File: src/rtl/instruction_fetch_unit_pkg.sv
// Shared definitions for the instruction fetch unit: bubble encoding, FSM
// state encoding and the word-address width helper.
package instruction_fetch_unit_pkg;

  localparam logic [31:0] IFU_NOP_INSTR = 32'h0000_0000;
  localparam int unsigned IFU_DEFAULT_ADDR_BITS = 12;

  typedef enum logic [1:0] {
    BOOT = 2'd0,
    RUN  = 2'd1,
    HALT = 2'd2
  } ifu_state_e;

  // Instruction memory is word addressed, so the two byte-offset bits drop out.
  function automatic int unsigned word_addr_bits(input int unsigned addr_bits);
    return addr_bits - 2;
  endfunction

  localparam int unsigned IFU_WORD_ADDR_BITS = word_addr_bits(IFU_DEFAULT_ADDR_BITS);

endpackage

File: src/rtl/instruction_fetch_unit_if_id_register.sv
// IF/ID pipeline register: loads a fetched instruction, holds it, or is
// replaced by a bubble. Bubble wins over load; neither means hold.
module if_id_register
  import instruction_fetch_unit_pkg::*;
#(
  parameter logic [31:0] NOP_INSTR = IFU_NOP_INSTR
) (
  input  logic        CLK,
  input  logic        reset,
  input  logic        bubble_i,
  input  logic        load_i,
  input  logic [31:0] instr_i,
  input  logic [31:0] pc_plus4_i,
  output logic [31:0] instr_o,
  output logic [31:0] pc_plus4_o,
  output logic        valid_o
);

  logic [31:0] instr_q, instr_d;
  logic [31:0] pc_plus4_q, pc_plus4_d;
  logic        valid_q, valid_d;

  always_comb begin
    instr_d    = instr_q;
    pc_plus4_d = pc_plus4_q;
    valid_d    = valid_q;
    if (bubble_i) begin
      instr_d = NOP_INSTR;
      valid_d = 1'b0;
    end else if (load_i) begin
      instr_d    = instr_i;
      pc_plus4_d = pc_plus4_i;
      valid_d    = 1'b1;
    end
  end

  always_ff @(posedge CLK or negedge reset) begin
    if (!reset) begin
      instr_q    <= NOP_INSTR;
      pc_plus4_q <= 32'h0000_0000;
      valid_q    <= 1'b0;
    end else begin
      instr_q    <= instr_d;
      pc_plus4_q <= pc_plus4_d;
      valid_q    <= valid_d;
    end
  end

  assign instr_o    = instr_q;
  assign pc_plus4_o = pc_plus4_q;
  assign valid_o    = valid_q;

endmodule

File: src/rtl/instruction_fetch_unit.sv
// Front of the pipeline: owns the PC, drives the instruction memory word
// address and fills IF/ID, honouring halt, redirect, flush and stall.
//
// state | meaning
// BOOT  | first cycle after reset release, no capture
// RUN   | normal fetch
// HALT  | fetching stopped until reset, IF/ID held as bubble
module instruction_fetch_unit
  import instruction_fetch_unit_pkg::*;
#(
  parameter int unsigned ADDR_BITS = IFU_DEFAULT_ADDR_BITS,
  parameter logic [31:0] RESET_PC  = 32'h0000_0000,
  parameter logic [31:0] NOP_INSTR = IFU_NOP_INSTR
) (
  input  logic                                CLK,
  input  logic                                reset,
  input  logic                                stall,
  input  logic                                flush,
  input  logic                                redirect,
  input  logic [31:0]                         redirect_target,
  input  logic                                halt,
  output logic [word_addr_bits(ADDR_BITS)-1:0] instructionAddress,
  input  logic [31:0]                         instruction,
  output logic [31:0]                         if_id_instr,
  output logic [31:0]                         if_id_pc_plus4,
  output logic                                if_id_valid,
  output logic [31:0]                         pc,
  output logic                                halted
);

  ifu_state_e  state_q, state_d;
  logic [31:0] pc_q, pc_d;
  logic [31:0] pc_plus4;
  logic        bubble;
  logic        load;

  assign pc_plus4 = pc_q + 32'd4;

  always_comb begin
    state_d = state_q;
    pc_d    = pc_q;
    bubble  = 1'b0;
    load    = 1'b0;
    unique case (state_q)
      BOOT: begin
        state_d = halt ? HALT : RUN;
      end
      RUN: begin
        if (halt) begin
          state_d = HALT;
          bubble  = 1'b1;
        end else if (redirect) begin
          // Misaligned targets are silently word-aligned.
          pc_d   = redirect_target & ~32'h0000_0003;
          bubble = 1'b1;
        end else if (flush) begin
          bubble = 1'b1;
          if (!stall) pc_d = pc_plus4;
        end else if (!stall) begin
          pc_d = pc_plus4;
          load = 1'b1;
        end
      end
      HALT: begin
        bubble = 1'b1;
      end
      default: begin
        state_d = HALT;
        bubble  = 1'b1;
      end
    endcase
  end

  always_ff @(posedge CLK or negedge reset) begin
    if (!reset) begin
      state_q <= BOOT;
      pc_q    <= RESET_PC;
    end else begin
      state_q <= state_d;
      pc_q    <= pc_d;
    end
  end

  if_id_register #(
    .NOP_INSTR (NOP_INSTR)
  ) u_if_id (
    .CLK        (CLK),
    .reset      (reset),
    .bubble_i   (bubble),
    .load_i     (load),
    .instr_i    (instruction),
    .pc_plus4_i (pc_plus4),
    .instr_o    (if_id_instr),
    .pc_plus4_o (if_id_pc_plus4),
    .valid_o    (if_id_valid)
  );

  assign instructionAddress = pc_q[ADDR_BITS-1:2];
  assign pc                 = pc_q;
  assign halted             = (state_q == HALT);

endmodule

File: config.mk
export PLATFORM = sky130hd
export DESIGN_NAME = instruction_fetch_unit
export DESIGN_NICKNAME = d
export VERILOG_FILES = /design/src/rtl/instruction_fetch_unit_pkg.sv /design/src/rtl/instruction_fetch_unit_if_id_register.sv /design/src/rtl/instruction_fetch_unit.sv
export SDC_FILE = /design/constraint.sdc
export NUM_CORES = 1
export LEC_CHECK = 0
export CORE_MARGIN = 3
export CORE_UTILIZATION = 49
export DETAILED_ROUTE_END_ITERATION = 10
export PLACE_DENSITY = 0.93
export SLEW_MARGIN = 25
export SYNTH_ARGS = -nofsm -noshare
export SYNTH_HDL_FRONTEND = slang
export SYNTH_SLANG_ARGS = --single-unit
export TNS_END_PERCENT = 1
File: constraint.sdc
create_clock -name CLK -period 4.9 [get_ports CLK]
set_input_delay 0.98 -clock CLK [delete_from_list [all_inputs] [get_ports CLK]]
set_output_delay 0.98 -clock CLK [all_outputs]
set_load 0.005 [all_outputs]
# Word level (Yosys, flattened, before mapping)
# Cells that the tools add are included.
# Widths: inputs -> output; s select.
[word_totals] rom_bits=0 n_memories=0 wordCells=36 ff_bits=99 latchBits=0 mem_bits_rw=0 output_inout_bits=108
[op_classes] mul=0 n_reduce_logical=5 bitwise=3 n_mux=18 div_mod_pow=0 shift=0 n_eq_ne=4 n_lt_le_gt_ge=0 n_addsub=1
[ops] cell="$mux 32" count=4
[ops] cell="$add 32x3->32 const B" count=1
[ops] cell="$mux 1" count=10
[ops] cell="$pmux 2 s3" count=1
[ops] cell="$mux 2" count=2
[ops] cell="$reduce_and 2->1" count=2
[ops] cell="$not 1->1" count=3
[ops] cell="$reduce_and 3->1" count=1
[ops] cell="$eq 2x1->1 const B" count=1
[ops] cell="$eq 2x2->1 const B" count=1
[ops] cell="$logic_not 2->1" count=1
[ops] cell="$ne 2x1->1 const B" count=1
[ops] cell="$ne 2x2->1 const B" count=1
[ops] cell="$pmux 1 s2" count=1
[ops] cell="$reduce_bool 2->1" count=1

# Longest topological paths before layout
# Gate-level depths: netlist (run 1).
[logic_depth] depth_word=7 ltp_mapped=7 depth_no_buf=5

# Cells and area by module
# Synthesis (run 1) repeated with hierarchy kept, for this count alone.
[unflattened] cells_unflattened=474 area_unflattened_um2=5099.9
[modules_own_cells] module="if_id_register" area_each_um2=2648.8 cells_each=176 n_inst=1
[modules_own_cells] module="instruction_fetch_unit" area_each_um2=2451.1 cells_each=298 n_inst=1

# Least setup slack after synthesis (run 1)
# No wires, ideal clock.
[synth_timing] path_type="in2reg" startpoint="input port halt" endpoint="register pc_q[23] (netlist: pc[23])" arrival_ps=2314 cell_stages=6 setup_time_ps=69 path_slack_ps=2516 path_buffers=1 t_required_ps=4831 path_cell_list="or2_2 > inv_1 > o211ai_1 > clkbuf_1 > or4b_2 > nand3_1"
[synth_between] elab_chain_len=2
[synth_rtl] element="start, declared" line_no="instruction_fetch_unit.sv:21" rtl="input logic halt,"
[synth_rtl] element="$not 1->1 (no source line)"
[synth_rtl] element="$reduce_and 3->1 (no source line)"
[synth_rtl] element="end signal, assigned" line_no="instruction_fetch_unit.sv:80" rtl="pc_q <= pc_d;"
[synth_rtl] element="end, declared" line_no="instruction_fetch_unit.sv:32" rtl="logic [31:0] pc_q, pc_d;"
# No other way between the ends.
# A chain may end at the register's enable or synchronous reset.

# Final worst setup path (run 1)
[layout_timing] startpoint="input port stall" endpoint="register u_if_id.pc_plus4_q[24] (netlist: u_if_id.pc_plus4_o[24])"
[layout_between] elab_chain_len=6
[layout_rtl] element="start, declared" line_no="instruction_fetch_unit.sv:17" rtl="input logic stall,"
[layout_rtl] element="$mux 1" line_no="instruction_fetch_unit.sv:59" rtl="end else if (!stall) begin"
[layout_rtl] element="$mux 1" line_no="instruction_fetch_unit.sv:56" rtl="end else if (flush) begin"
[layout_rtl] element="$mux 1" line_no="instruction_fetch_unit.sv:52" rtl="end else if (redirect) begin"
[layout_rtl] element="$mux 1" line_no="instruction_fetch_unit.sv:49" rtl="if (halt) begin"
[layout_rtl] element="$mux 1" line_no="instruction_fetch_unit.sv:44" rtl="unique case (state_q)"
[layout_rtl] element="$reduce_and 2->1 (no source line)"
[layout_rtl] element="end signal, assigned" line_no="instruction_fetch_unit_if_id_register.sv:44" rtl="pc_plus4_q <= pc_plus4_d;"
[layout_rtl] element="end, declared" line_no="instruction_fetch_unit_if_id_register.sv:20" rtl="logic [31:0] pc_plus4_q, pc_plus4_d;"
# No other way between the ends.

==> results.yml, run 1 <==
outcome:
  status: "completed"
cts:
  cts_tree: "yes"
  hold_buffers: 0
  cts_buffers: 9
  htree_levels: 3
  path_clk_slew_ns: 0.09
  clock-sinks: 95
  clock_latency_ns: 0.36
  cts-resized-gates: 0
  cts_setup_buffers: 0
  cts_root_buffer: "clkbuf_8"
  clock_tree.buffer_depth: 2
finish:
  area_delta_synth_final_pct: 34.73
  layout_common_cells: "169 x clkdlybuf4s50_1, 95 x dfrtp_1, 37 x nand2_1"
  final_common_cell: "clkdlybuf4s50_1"
  nets: 749
  fin_area_um2: 6834
  stdcell_count: 814
  final_layout_size_suffix_gt1_share_pct: 5.580
  insertedDiodeCount: 0
  post-route-util_pct: 68.96
timing:
  rsz0062_at_grt: "no"
  worstMarginPinSlew_ns: 0.8105
  final.setup.tns_ns: 0
  drv_slew: 0
  whs_ns: 0.4886
  post-route-worst-setup-slack_ns: 1.762
  finalCritPeriodShare_pct: 64.03
  post-route-min-period_ns: 3.138
  finalHoldViolCount: 0
  max_freq_mhz: 318.7
  relSlewSlack_pct: 45.52
  setup_violations: 0
  skew_ns: 0.01530
die:
  core_area_um2: 9910
  dieHeight_um: 107.7
  io_pins: 178
  die_x_um: 107.7
  dieArea_um2: 11610
  initial_core_util_pct: 51.19
  rows: 36
placement:
  numPlacedInstances: 800
  place_area_um2: 6686
  hpwl_um: 10540
  dp_slack_ns: 1.438
  place_congestion: 0.8535
  port_buffers: 171
critical_path:
  critical_path_required_ns: 5.18
  crit_path_end_kind: "flip-flop"
  arrival_ns: 3.42
  crit_chain: "clkdlybuf4s50_1 -> or4b_1 -> nor2_4 -> buf_4 -> nor2_1 -> a31oi_1"
  rr_startpoint: "pc[2]$_DFFE_PN0P_"
  crit_slowest_cell: "or4b_1"
  r2r_slack_ns: 2.07
  max_stage_delay_ns: 0.63
  crit_type: "input port to flip-flop"
  worstRegToRegCells: 5
  regToRegEndpoint: "pc[22]$_DFFE_PN0P_"
  start_kind: "input port"
  path_max_fanout: 32
grt:
  antenna_found_initial: 0
  grt_pass1_wl_um: 24210
  grt_use_total_pct: 26.21
  grt_max_degree: 58
  grt_pass1_vias: 4727
  overflow: 0
power_and_ir_drop:
  p_leak_nw: 2.790
  vdd_ir_drop_max_mv: 0.1107
  p_per_area_nw_per_um2: 199.1
  power_mw: 1.360
route:
  vias: 4941
  post_drt_wl_per_cell_um: 18.41
  drtAntennaViolNets: 0
  drc: 0
  drt_pass1_iterations: 7
  drt_iter0_drc: 573
  routed_wl_um: 14990
  via_per_inst: 6.070
logic_synthesis:
  syn_inst: 550
  synth_flop_cell: "dfrtp_1"
  ys_seq_elements: 95
  netlist_area_um2: 5072
  yosysWarnings: 0
  async_flop_share_pct: 100.0
  yosysUniqueCellTypes: 56
  post_synth.cell_area_avg_um2: 9.222
  yosysSeqAreaShare_pct: 46.87
  synth_enable_flop_cells: 0
hold_path:
  min_path_type: "flip-flop to flip-flop"
  holdCritStartpoint: "u_if_id.pc_plus4_o[9]$_DFFE_PN0P_"
  worstHoldEndpoint: "u_if_id.pc_plus4_o[9]$_DFFE_PN0P_"
  hold_depth: 2
job:
  cap_violations: 0
## routing by layer
metal | track usage (%) | wire, µm | share of wire, %
met1 | 34.74 | 6172 | 41
met2 | 42.94 | 7302 | 49
met3 | 4.799 | 1227 | 8.2
met4 | 9.739 | 285 | 1.9
met5 | 0 | 0 | 0
## power by group
part / switching, mW / leakage [nW] / internal, mW
logic: 0.0582 / 1.49 / 0.0729
registers: 0.00878 / 1.23 / 0.788
clock network: 0.254 / 0.0761 / 0.178
## worst max path at each step
stage          start                                  to  depth (start not counted)
2_1_floorplan   halt                  pc[23]$_DFFE_PN0P_                          6
3_3_place_gp   stall  u_if_id.pc_plus4_o[24]$_DFFE_PN0P_                          6
3_5_place_dp   stall  u_if_id.pc_plus4_o[24]$_DFFE_PN0P_                          6
4_1_cts        stall  u_if_id.pc_plus4_o[24]$_DFFE_PN0P_                          6
5_1_grt        stall  u_if_id.pc_plus4_o[19]$_DFFE_PN0P_                          6
6_report       stall  u_if_id.pc_plus4_o[24]$_DFFE_PN0P_                          6
## state kept, by name, indices dropped and copies added, names as in the netlist
register / count
state_q: 2
u_if_id.pc_plus4_o: 30
pc: 30
u_if_id.valid_o: 1
u_if_id.instr_o: 32
## worst max-delay path, delay by kind of cell
family,cells,cell delay [ns]
AND/OR/NAND/NOR,3,1.32
buffers and inverters,2,0.96
AO/OA/AOI/OAI,1,0.15
## Yosys cell counts (3+ instances only)
master,number,share of area [%]
dfrtp_1,95,47
nand2_1,37,2.7
nor2_1,37,2.7
o21ai_0,35,3.5
a22o_1,33,5.7
clkbuf_1,31,2.3
a21oi_1,24,2.4
nand3_1,23,2.3
inv_1,21,1.6
nor3_1,20,2.0
or3_1,19,2.3
o211ai_1,18,2.7
a31oi_1,16,2.0
buf_4,15,2.2
nand4_1,14,1.7
buf_2,10,0.99
o31ai_1,8,1.2
or4_1,7,1.0
xnor2_1,7,1.2
nor4_1,6,0.74
and4_1,5,0.86
nor2b_1,5,0.62
a22oi_1,4,0.59
o2bb2ai_1,4,0.69
xor2_1,4,0.69
a2bb2oi_1,3,0.52
buf_6,3,0.67
clkbuf_2,3,0.30
mux2i_1,3,0.59
nand4b_1,3,0.52
o22ai_1,3,0.37
or4b_2,3,0.59
## layout make-up
| cell class | count | area, µm² |
|---|---|---|
| Fill cell | 733 | 3075 |
| Multi-Input combinational cell | 372 | 2303 |
| Sequential cell | 95 | 2377 |
| Inverter | 22 | 82.58 |
| Clock buffer | 12 | 135.1 |
| Tap cell | 133 | 166.4 |
| Clock inverter | 2 | 10.01 |
| Timing Repair Buffer | 178 | 1759 |
## kinds of logic after synthesis
family	after synthesis	share of synthesized area, %
simple gates	200	21.63
compound gates	153	20.38
flops	95	46.87
buf+inv	86	8.313
xor+xnor	11	1.899
mux	3	0.5920
fa+ha+maj	1	0.2466
other cells	1	0.07393
Power figures use the tool's default switching activity.
==> run 2, diff against run 1 <==
- CORE_UTILIZATION: 49 -> 46
- PLACE_DENSITY: 0.93 -> 0.88
- clock period: 4.9 -> 3.2 ns (I/O delays scaled with it)
==> results.yml, run 2 (same netlist as run 1, synthesis figures left out) <==
outcome:
  status: "completed"
cts:
  clock_tree.buffer_depth: 2
  clock_latency_ns: 0.36
  htree_levels: 3
  path_clk_slew_ns: 0.09
  cts_root_buffer: "clkbuf_8"
  cts_buffers: 9
  hold_buffers: 0
  cts_tree: "yes"
  cts-resized-gates: 0
  cts_setup_buffers: 0
  clock-sinks: 95
finish:
  largest_reg_flops: 32
  post-route-util_pct: 66.10
  nets: 753
  final_common_cell: "clkdlybuf4s50_1"
  area_delta_synth_final_pct: 36.95
  final_layout_size_suffix_gt1_share_pct: 6.696
  layout_common_cells: "169 x clkdlybuf4s50_1, 95 x dfrtp_1, 37 x nand2_1"
  insertedDiodeCount: 0
die:
  core_area_um2: 10510
  io_pins: 178
  dieArea_um2: 12320
  dieHeight_um: 111.0
  die_x_um: 111.0
  initial_core_util_pct: 48.27
  rows: 37
placement:
  place_congestion: 0.8798
  hpwl_um: 10700
  dp_slack_ns: 0.4675
  port_buffers: 171
critical_path:
  path_max_fanout: 16
  critical_path.top_delay_family: "simple AND/OR/NAND/NOR gates"
  crit_slowest_cell: "or4b_2"
  crit_chain: "ha_1 -> and4_1 -> nand4_1 -> buf_4 -> or4b_2 -> nand3_1"
  crit_type: "flip-flop to flip-flop"
  max_stage_delay_ns: 0.64
  start_kind: "flip-flop"
  arrival_ns: 2.76
  cp_num_buf_inv: 1
  crit_path_end_kind: "flip-flop"
  critical_path_required_ns: 3.50
grt:
  grt_use_total_pct: 23.87
  grt_max_degree: 64
  grt_pass1_wl_um: 24520
  overflow: 0
  antenna_found_initial: 0
  grt_pass1_vias: 4726
route:
  vias: 4830
  drt_pass1_iterations: 5
  drt_iter0_drc: 496
  via_per_inst: 5.869
  routed_wl_um: 14770
  drtAntennaViolNets: 0
  post_drt_wl_per_cell_um: 17.95
  drc: 0
job:
  cap_violations: 0
timing:
  skew_ns: 0.01548
  finalHoldViolCount: 0
  finalCritPeriodShare_pct: 77.09
  setup_violations: 0
  rsz0062_at_grt: "no"
  final.setup.tns_ns: 0
  relSlewSlack_pct: 41.32
  post-route-worst-setup-slack_ns: 0.7330
  post-route-min-period_ns: 2.467
  worstMarginPinSlew_ns: 0.8730
  drv_slew: 0
  max_freq_mhz: 405.4
hold_path:
  min_path_type: "input port to asynchronous set/reset pin"
power_and_ir_drop:
  p_leak_nw: 2.835
  vdd_ir_drop_max_mv: 0.2139
  p_per_area_nw_per_um2: 312.6
## run 2: cell count changes in the layout (fill, tap and decap cells not counted), sizes merged
cell,previous run,this run
clkinv,2,1
buf,9,13
clkinvlp,0,2
inv,22,23
## run 2: path summary, 6_finish.rpt
| check | from | to | slack, ns | cells past startpoint |
|---|---|---|---|---|
| max | pc[2]$_DFFE_PN0P_ | pc[22]$_DFFE_PN0P_ | 0.73 | 6 |
| min | reset | u_if_id.pc_plus4_o[20]$_DFFE_PN0P_ | 0.34 | 1 |
| max reg2reg | pc[2]$_DFFE_PN0P_ | pc[22]$_DFFE_PN0P_ | 0.73 | 6 |
| min reg2reg | u_if_id.pc_plus4_o[7]$_DFFE_PN0P_ | u_if_id.pc_plus4_o[7]$_DFFE_PN0P_ | 0.49 | 2 |
| max in group asynchronous | reset | pc[2]$_DFFE_PN0P_ | 2.16 | 2 |
| min in group CLK | u_if_id.pc_plus4_o[7]$_DFFE_PN0P_ | u_if_id.pc_plus4_o[7]$_DFFE_PN0P_ | 0.49 | 2 |
## run 2: report_power, final
part	internal (mW)	total [mW]	switching, mW	leakage [nW]
logic	0.113	0.201	0.0877	1.52
registers	1.21	1.22	0.0134	1.23
clock network	0.327	0.750	0.423	0.0890
## run 2: per-stage QoR
step / instance area, µm² / cells / hold slack [ns] / total power [mW]
global placement: 6763 / 807 / 0.4652 / 1.441
finish: 6947 / 823 / 0.3436 / 2.172
detailed placement: 6763 / 807 / 0.4748 / 1.445
CTS: 6947 / 823 / 0.3935 / 2.186
floorplan: 5084 / 553 / 0.3444 / 1.307
global route: 6947 / 823 / 0.4139 / 2.265
## run 2: area by class of cell
type | instances | area, µm²
fillers | 830 | 3562
flip-flops and latches | 95 | 2377
multi-input cells | 372 | 2296
repair buffers | 182 | 1837
well taps | 136 | 170.2
clock buffers | 12 | 155.1
inverters | 22 | 82.58
clock inverters | 4 | 28.78
## run 2: per-layer routing
| layer | vias up | global-route usage, % | share of wire, % |
|---|---|---|---|
| met5 | - | 0 | 0 |
| met4 | 0 | 6.407 | 1.4 |
| met3 | 18 | 4.967 | 7.8 |
| met2 | 229 | 40.13 | 48 |
| met1 | 2324 | 31.47 | 42 |
| li1 | 2259 | - | - |
==> run 3, diff against run 2 <==
- clock period: 3.2 -> 2.35 ns (I/O delays scaled with it)
==> results.yml, run 3 (same netlist as run 1, synthesis figures left out) <==
placement:
  hpwl_um: 11300
  place_area_um2: 6918
  place_congestion: 0.9097
  port_buffers: 171
  dp_slack_ns: -0.0004805
finish:
  multi_input_area_um2: 2296
  final_common_cell: "clkdlybuf4s50_1"
  seqCellArea_um2: 2377
  insertedDiodeCount: 0
  area_delta_synth_final_pct: 39.74
  fin_area_um2: 7088
  largest_reg_flops: 32
  nets: 777
  final_layout_size_suffix_gt1_share_pct: 9.718
  post-route-util_pct: 67.45
  num-fill-cells: 785
  layout_common_cells: "169 x clkdlybuf4s50_1, 95 x dfrtp_1, 37 x nand2_1"
timing:
  finalCritPeriodShare_pct: 93.22
  relSlewSlack_pct: 63.05
  rsz0062_at_grt: "no"
  drv_slew: 0
  max_freq_mhz: 456.5
  worstMarginPinSlew_ns: 0.5543
  skew_ns: 0.01758
  final.setup.tns_ns: 0
  post-route-worst-setup-slack_ns: 0.1594
  setup_violations: 0
  finalHoldViolCount: 0
  post-route-min-period_ns: 2.191
power_and_ir_drop:
  internal-power_mw: 2.193
  seq_power_share_pct: 57.0
  power.share.clock_pct: 33.2
  swShare_pct: 24.60
  vdd_ir_drop_max_mv: 0.3059
  p_per_area_nw_per_um2: 410.3
  p_leak_nw: 2.930
  power_mw: 2.908
  switching_power_uw: 715.4
  p_comb_share_pct: 9.8
critical_path:
  worstRegToRegCells: 4
  path_max_fanout: 17
  crit_chain: "nand4_4 -> or3_1 -> or4_1 -> a31oi_1"
  start_kind: "flip-flop"
  max_stage_delay_ns: 0.63
  crit_cells: 4
  crit_path_end_kind: "flip-flop"
  r2r_slack_ns: 0.16
  crit_type: "flip-flop to flip-flop"
  critical_path.top_delay_family: "simple AND/OR/NAND/NOR gates"
  cp_num_buf_inv: 0
  arrival_ns: 2.46
  crit_slowest_cell: "or3_1"
  critical_path_required_ns: 2.62
die:
  initial_core_util_pct: 48.27
  rows: 37
  dieHeight_um: 111.0
  core_area_um2: 10510
  io_pins: 178
  dieArea_um2: 12320
  die_x_um: 111.0
grt:
  grt_use_total_pct: 24.90
  grt_pass1_wl_um: 25480
  grt_pass1_vias: 4807
  overflow: 0
  antenna_found_initial: 0
  grt_max_degree: 62
cts:
  path_clk_slew_ns: 0.10
  cts-resized-gates: 0
  cts_setup_buffers: 0
  htree_levels: 3
  clock_tree.buffer_depth: 2
  clock_latency_ns: 0.36
  hold_buffers: 0
  cts_tree: "yes"
  cts_root_buffer: "clkbuf_8"
  clock-sinks: 95
  cts_buffers: 9
route:
  drt_iter0_drc: 573
  drtAntennaViolNets: 0
  drc: 0
  routed_wl_um: 15380
  via_per_inst: 5.878
  drt_pass1_iterations: 5
  vias: 4973
  post_drt_wl_per_cell_um: 18.18
outcome:
  status: "completed"
job:
  cap_violations: 0
hold_path:
  min_path_type: "input port to asynchronous set/reset pin"
run 3: changes by cell type in the layout (fill, tap and decap cells not counted):
cell,before,now
clkbuf_8,11,9
buf_4,8,34
clkinv_2,1,0
buf_12,4,2
clkinv_4,0,2
clkinvlp_4,2,1
inv_6,1,2
run 3: cell type report:
cell class                      count  share of cell area [%]
Sequential cell                    95                   33.54
Multi-Input combinational cell    372                   32.39
Timing Repair Buffer              206                   28.10
Tap cell                          136                   2.401
Clock buffer                       10                   1.801
Inverter                           22                   1.165
Clock inverter                      5                  0.6002
run 3: per-layer routing:
layer	GRT usage [%]	part of all wire [%]
met5	0	0
met4	6.732	1.5
met3	5.186	8.5
met2	40.29	48
met1	34.20	42
run 3: final timing paths:
| check | endpoint | start |
|---|---|---|
| hold / removal | pc[8]$_DFFE_PN0P_ | reset |
| setup reg to reg | u_if_id.pc_plus4_o[28]$_DFFE_PN0P_ | pc[17]$_DFFE_PN0P_ |
| min in group CLK | u_if_id.pc_plus4_o[3]$_DFFE_PN0P_ | u_if_id.pc_plus4_o[3]$_DFFE_PN0P_ |
| max in group asynchronous | u_if_id.instr_o[26]$_DFFE_PN0P_ | reset |
| hold reg to reg | u_if_id.pc_plus4_o[3]$_DFFE_PN0P_ | u_if_id.pc_plus4_o[3]$_DFFE_PN0P_ |
| setup / recovery | u_if_id.pc_plus4_o[28]$_DFFE_PN0P_ | pc[17]$_DFFE_PN0P_ |
run 3: metrics by stage:
step | hold slack, ns | std cells
floorplan | 0.1744 | 553
global placement | 0.4603 | 831
detailed placement | 0.4647 | 831
CTS | 0.06808 | 846
global route | 0.08596 | 846
finish | 0.06687 | 846
run 3: power groups by stage:
stage | clock network, mW | logic (mW) | registers [mW]
2_1_floorplan | 0 | 0.0940 | 1.69
3_3_place_gp | 0 | 0.277 | 1.69
3_5_place_dp | 0 | 0.284 | 1.69
4_1_cts | 0.985 | 0.286 | 1.66
5_1_grt | 1.07 | 0.310 | 1.66
6_report | 0.965 | 0.286 | 1.66
